[src/rtl/ysyx_23060096_pkg.sv]
// Shared constants for the writeback unit and its register scoreboard.
package ysyx_23060096_pkg;

    localparam int unsigned DEF_ADDR_WIDTH = 5;
    localparam int unsigned DEF_DATA_WIDTH = 32;
    localparam int unsigned CNT_WIDTH      = 2;
    localparam logic [CNT_WIDTH-1:0] CNT_MAX = '1;

endpackage

[src/rtl/ysyx_23060096_scoreboard.sv]
// Per-register pending-write counters and the combinational busy/full lookups.
module ysyx_23060096_scoreboard
    import ysyx_23060096_pkg::*;
#(
    parameter int unsigned ADDR_WIDTH = DEF_ADDR_WIDTH
) (
    input  logic                  clk,
    input  logic                  rst,
    input  logic                  inc_en,
    input  logic [ADDR_WIDTH-1:0] inc_addr,
    input  logic                  dec_en,
    input  logic [ADDR_WIDTH-1:0] dec_addr,
    input  logic [ADDR_WIDTH-1:0] iss_rd,
    input  logic [ADDR_WIDTH-1:0] chk_ra,
    input  logic [ADDR_WIDTH-1:0] chk_rb,
    output logic                  full_c,
    output logic                  busy_a_c,
    output logic                  busy_b_c
);

    localparam int unsigned NREG = 1 << ADDR_WIDTH;

    logic [CNT_WIDTH-1:0] cnt_q [NREG];
    logic [CNT_WIDTH-1:0] cnt_d [NREG];
    logic [NREG-1:0]      inc_hot;
    logic [NREG-1:0]      dec_hot;

    // Entry 0 is pinned to zero so x0 never reads as busy or full.
    always_comb begin
        inc_hot = inc_en ? (NREG'(1) << inc_addr) : '0;
        dec_hot = dec_en ? (NREG'(1) << dec_addr) : '0;
        for (int unsigned i = 0; i < NREG; i++) begin
            cnt_d[i] = cnt_q[i];
        end
        cnt_d[0] = '0;
        for (int unsigned i = 1; i < NREG; i++) begin
            case ({inc_hot[i], dec_hot[i]})
                2'b10: if (cnt_q[i] != CNT_MAX) cnt_d[i] = cnt_q[i] + CNT_WIDTH'(1);
                2'b01: if (cnt_q[i] != '0)      cnt_d[i] = cnt_q[i] - CNT_WIDTH'(1);
                default: ;
            endcase
        end
    end

    always_ff @(posedge clk) begin
        if (rst) begin
            for (int unsigned i = 0; i < NREG; i++) begin
                cnt_q[i] <= '0;
            end
        end else begin
            for (int unsigned i = 0; i < NREG; i++) begin
                cnt_q[i] <= cnt_d[i];
            end
        end
    end

    assign full_c   = (cnt_q[iss_rd] == CNT_MAX);
    assign busy_a_c = (cnt_q[chk_ra] != '0);
    assign busy_b_c = (cnt_q[chk_rb] != '0);

endmodule

[src/rtl/ysyx_23060096_wbu.sv]
// Writeback unit: LSU/EXU arbitration, registered RF write port, scoreboard.
// Define YSYX_23060096_WBU_PERF_EN to add the commit_cnt performance counter.
module ysyx_23060096_wbu
    import ysyx_23060096_pkg::*;
#(
    parameter int unsigned ADDR_WIDTH = DEF_ADDR_WIDTH,
    parameter int unsigned DATA_WIDTH = DEF_DATA_WIDTH
) (
    input  logic                  clk,
    input  logic                  rst,
    input  logic                  iss_valid,
    output logic                  iss_ready,
    input  logic [ADDR_WIDTH-1:0] iss_rd,
    input  logic                  exu_valid,
    output logic                  exu_ready,
    input  logic [ADDR_WIDTH-1:0] exu_rd,
    input  logic [DATA_WIDTH-1:0] exu_data,
    input  logic                  lsu_valid,
    output logic                  lsu_ready,
    input  logic [ADDR_WIDTH-1:0] lsu_rd,
    input  logic [DATA_WIDTH-1:0] lsu_data,
    output logic                  rf_wen,
    output logic [ADDR_WIDTH-1:0] rf_waddr,
    output logic [DATA_WIDTH-1:0] rf_wdata,
    input  logic [ADDR_WIDTH-1:0] chk_ra,
    input  logic [ADDR_WIDTH-1:0] chk_rb,
    output logic                  busy_a,
    output logic                  busy_b
`ifdef YSYX_23060096_WBU_PERF_EN
    ,
    output logic [63:0]           commit_cnt
`endif
);

    logic                  res_valid;
    logic [ADDR_WIDTH-1:0] res_rd;
    logic [DATA_WIDTH-1:0] res_data;
    logic                  wen_d;
    logic                  full_c;
    logic                  iss_fire;

    // LSU is always ready and has priority; EXU stalls while a load result is present.
    assign lsu_ready = 1'b1;
    assign exu_ready = !lsu_valid;
    assign iss_ready = !full_c;
    assign iss_fire  = iss_valid && iss_ready && (iss_rd != '0);

    always_comb begin
        res_valid = lsu_valid || exu_valid;
        res_rd    = lsu_valid ? lsu_rd   : exu_rd;
        res_data  = lsu_valid ? lsu_data : exu_data;
        wen_d     = res_valid && (res_rd != '0);
    end

    // Address/data only move on a real write; x0 results are swallowed here.
    always_ff @(posedge clk) begin
        if (rst) begin
            rf_wen   <= 1'b0;
            rf_waddr <= '0;
            rf_wdata <= '0;
        end else begin
            rf_wen <= wen_d;
            if (wen_d) begin
                rf_waddr <= res_rd;
                rf_wdata <= res_data;
            end
        end
    end

    ysyx_23060096_scoreboard #(
        .ADDR_WIDTH (ADDR_WIDTH)
    ) u_scoreboard (
        .clk      (clk),
        .rst      (rst),
        .inc_en   (iss_fire),
        .inc_addr (iss_rd),
        .dec_en   (rf_wen),
        .dec_addr (rf_waddr),
        .iss_rd   (iss_rd),
        .chk_ra   (chk_ra),
        .chk_rb   (chk_rb),
        .full_c   (full_c),
        .busy_a_c (busy_a),
        .busy_b_c (busy_b)
    );

`ifdef YSYX_23060096_WBU_PERF_EN
    always_ff @(posedge clk) begin
        if (rst) begin
            commit_cnt <= '0;
        end else if (rf_wen) begin
            commit_cnt <= commit_cnt + 64'd1;
        end
    end
`endif

endmodule

[config.mk]
export PLATFORM = sky130hd
export DESIGN_NAME = ysyx_23060096_wbu
export DESIGN_NICKNAME = d
export VERILOG_FILES = /design/src/rtl/ysyx_23060096_pkg.sv /design/src/rtl/ysyx_23060096_scoreboard.sv /design/src/rtl/ysyx_23060096_wbu.sv
export SDC_FILE = /design/constraint.sdc
export NUM_CORES = 1
export LEC_CHECK = 0
export BUFFER_PORTS_ARGS = -buffer_cell sky130_fd_sc_hd__buf_2
export CORE_MARGIN = 1.5
export CORE_UTILIZATION = 55
export CTS_CLUSTER_DIAMETER = 60
export DETAILED_ROUTE_END_ITERATION = 10
export PLACE_DENSITY_LB_ADDON = 0.15
export SYNTH_ARGS = -nofsm -noshare
export SYNTH_HDL_FRONTEND = slang
export SYNTH_SLANG_ARGS = --single-unit
[constraint.sdc]
create_clock -name clk -period 5.61 [get_ports clk]
set_clock_uncertainty 0.2 [all_clocks]
set_input_delay 0.2805 -clock clk [delete_from_list [all_inputs] [get_ports clk]]
set_output_delay 0.2805 -clock clk [all_outputs]
set_load 0.01 [all_outputs]
==> results.py <==
metrics = {
    "detailed_routing": {
        "drtAntennaViolNets": 0,
        "drt_wl_total_microns": 19400,
        "dr.pass1.iters": 5,
        "vias": 7294,
        "wire_per_inst_microns": 15.1,
        "drc": 0,
        "drt_iter0_markers": 569,
        "vias_per_cell": 5.69,
    },
    "power_and_ir_drop": {
        "peakVddDrop_mv": 0.139,
        "combinationalPowerShare_pct": 16.5,
        "p_int_mw": 1.21,
        "netSwitchingPower_mw": 0.504,
        "seq_power_share_pct": 44.5,
        "switching_share_pct": 29.4,
        "p_leak_nw": 3.80,
        "power.share.clock_pct": 39.0,
        "p_per_area_mw_per_mm2": 199,
        "total_power_mw": 1.72,
    },
    "worst_setup_path": {
        "path_cells": "nor3b_1 > nand2_1 > ha_1 > nor2_1 > nor2_1 > a2111oi_0",
        "r2r_end": "u_scoreboard.cnt_q[17][1]",
        "cp_max_fo": 16,
        "slowest_delay_ns": 0.72,
        "ff2ff_setup_slack_ns": 2.91,
        "r2r_start": "rf_waddr[0]",
        "cpMaxStageDelayCell": "dfxtp_1",
        "path_class": "flip-flop to flip-flop",
        "reg2regPathDepth": 6,
        "cp-end-kind": "flip-flop",
        "arrival_ns": 2.75,
        "crit_top_cell": "nor2_1",
        "start_kind": "flip-flop",
        "crit_required_ns": 5.66,
    },
    "logic_synthesis": {
        "synth-edff-count": 0,
        "ys_warn_count": 0,
        "postSynthCellCount": 997,
        "avgSynthCellArea_sq_um": 7.64,
        "synth_cell_types": 54,
        "ys_ff_latch": 100,
        "synth-seq-area-share_pct": 26.3,
        "synth_area_sq_mm": 0.00762,
        "synthArstFlopShare_pct": 0,
        "syn_nets": 1153,
        "synth_ff_type": "dfxtp_1",
    },
    "sta": {
        "finalCritPeriodShare_pct": 48.2,
        "rsz0062_at_grt": "false",
        "setup_violations": 0,
        "slew_viol_final": 0,
        "final-hold-violation-count": 0,
        "slew_headroom_pct": 54.7,
        "min_period_ns": 2.70,
        "tns_ns": 0,
        "max_freq_mhz": 370,
        "tightest_slew_ns": 0.680,
    },
    "placed_design": {
        "gp_congestion": 0.882,
        "post_dp_cell_area_sq_mm": 0.00831,
        "portBuffers": 135,
        "dp_hpwl_microns": 14800,
    },
    "min_path": {
        "hold_depth": 3,
        "min_to": "rf_waddr[3]",
        "worstHoldPathType": "primary input to flip-flop",
        "hp-start": "lsu_rd[3]",
    },
    "layout": {
        "final_area_sq_mm": 0.00863,
        "drive_gt1_share_pct": 19.3,
        "final_nets": 1257,
        "area_growth_pct": 13.3,
        "diodes": 0,
    },
    "job": {
        "drv_cap": 0,
    },
    "floorplanning": {
        "die_height_microns": 121,
        "core_region_area_sq_mm": 0.0134,
        "io-pin-count": 137,
        "design.die.area_sq_mm": 0.0146,
        "start_util_pct": 56.8,
        "num_rows": 42,
        "die_w_microns": 121,
    },
    "clocking": {
        "cts_max_path_buffers": 2,
        "clk_latency_ns": 0.36,
        "cts_root_buffer": "clkbuf_16",
        "cts_tree": "done",
        "numCtsBuffers": 9,
        "cts.sinks": 100,
        "cts_setup_buffers": 0,
        "cts_hold_buf": 0,
        "cts_resized": 0,
        "htree_levels": 3,
        "path_clk_slew_ns": 0.08,
    },
    "global_route": {
        "first_global_vias": 6631,
        "grt_max_degree": 54,
        "grt_overflow_total": 0,
        "track_usage_pct": 27.1,
        "grt_first_pass_wirelength_microns": 31700,
        "antenna_found_initial": 0,
    },
    "outcome": {
        "outcome": "finished, final reports clean",
    },
}
[logic make-up (layout without fill, tap and decap cells)]
group                      count (synthesis)  in the layout  share of synthesized area [%]
other                                      1              1                         0.0492
muxes                                     48             48                           8.44
buffers and inverters                    138            247                           7.75
adders and majority gates                 62             62                           10.2
and+or+nand+nor                          412            412                           23.8
AOI/OAI and AO/OA                        236            236                           23.5
DFF                                      100            100                           26.3
[area by class of cell]
type                    count  area (sq um)
clock buffers               9           225
clock inverters             7          93.8
fillers                  1247          4770
inverters                  92           345
multi-input cells         759          5030
flip-flops and latches    100          2000
well taps                 176           220
repair buffers            139           708
[how the worst max path moves through the flow]
stage               depth (start not counted)                         to  slack (ns)        start
global route                                6   u_scoreboard.cnt_q[9][1]        2.59  rf_waddr[0]
CTS                                         6  u_scoreboard.cnt_q[17][1]        2.92  rf_waddr[0]
finish                                      6  u_scoreboard.cnt_q[17][1]        2.91  rf_waddr[0]
floorplan                                   9  u_scoreboard.cnt_q[22][1]        3.17    iss_rd[1]
global placement                            9  u_scoreboard.cnt_q[13][1]        2.83    iss_rd[1]
detailed placement                          9  u_scoreboard.cnt_q[13][1]        2.75    iss_rd[1]
[per-layer routing]
metal / share of wire, % / vias to the layer above / GRT usage [%] / wire length, microns
met5: 0 / - / 0 / 0
met4: 2.6 / 0 / 9.78 / 502
met3: 6.5 / 38 / 5.99 / 1260
met2: 46 / 224 / 43.7 / 8890
met1: 45 / 3340 / 35.4 / 8710
li1: - / 3692 / - / -
[synthesized netlist by cell type (6+ instances only)]
cell type	instances	share of area, %
nand2b_1	35	2.9
mux4_2	13	3.8
clkbuf_1	23	1.1
a211oi_2	35	5.7
o2bb2ai_1	24	2.8
buf_2	13	0.85
a311oi_1	6	0.69
ha_1	62	10
a221oi_1	6	0.69
nand2_1	93	4.6
dfxtp_1	100	26
mux2i_1	35	4.6
a211o_1	8	0.92
a2111oi_0	32	3.7
o21ai_0	33	2.2
inv_1	91	4.5
a21oi_1	69	4.5
nand3_1	18	1.2
nor3_1	21	1.4
nor2_1	209	10
[sequential cells by signal, summed over array words and instances, names as in the netlist]
register and count:
u_scoreboard.cnt_q 62, rf_wdata 32, rf_waddr 5, rf_wen 1
[placed cells by master, fill, tap and decap left out, drive strengths merged, types with 8 or more instances in the layout]
master and n:
clkbuf 9, mux4 13, a21oi 69, nand3 18, nor3 21, nand2b 35
buf 139, nor2 209, dfxtp 100, o21ai 37, a211o 8, inv 95
a2111oi 32, o2bb2ai 24, mux2i 35, a211oi 39, nand2 94, ha 62
[power groups by stage]
| stage | Clock [mW] | Sequential (mW) | Combinational, mW |
|---|---|---|---|
| finish | 0.670 | 0.765 | 0.283 |
| global route | 0.707 | 0.770 | 0.309 |
| CTS | 0.685 | 0.764 | 0.283 |
| detailed placement | 0 | 0.781 | 0.281 |
| global placement | 0 | 0.780 | 0.276 |
| floorplan | 0 | 0.784 | 0.181 |
[worst max-delay path: cells and delay by family (launching register included)]
kind,cells,cell delay (ns)
flip-flops,1,0.72
AND/OR/NAND/NOR,4,0.95
AO/OA/AOI/OAI,1,0.35
adder cells (fa/ha/maj),1,0.37
[through the flow]
step | setup slack, ns | hold WS (ns) | utilization (%) | cells
6_report | 2.91 | 0.0103 | 64.4 | 1282
3_5_place_dp | 2.75 | 0.317 | 62.0 | 1266
2_1_floorplan | 3.17 | 0.238 | - | 997
5_1_grt | 2.59 | 0.0370 | 64.4 | 1282
3_3_place_gp | 2.83 | 0.310 | 62.0 | 1266
4_1_cts | 2.92 | 0.00526 | 64.4 | 1282
Power figures use the tool's default switching activity.
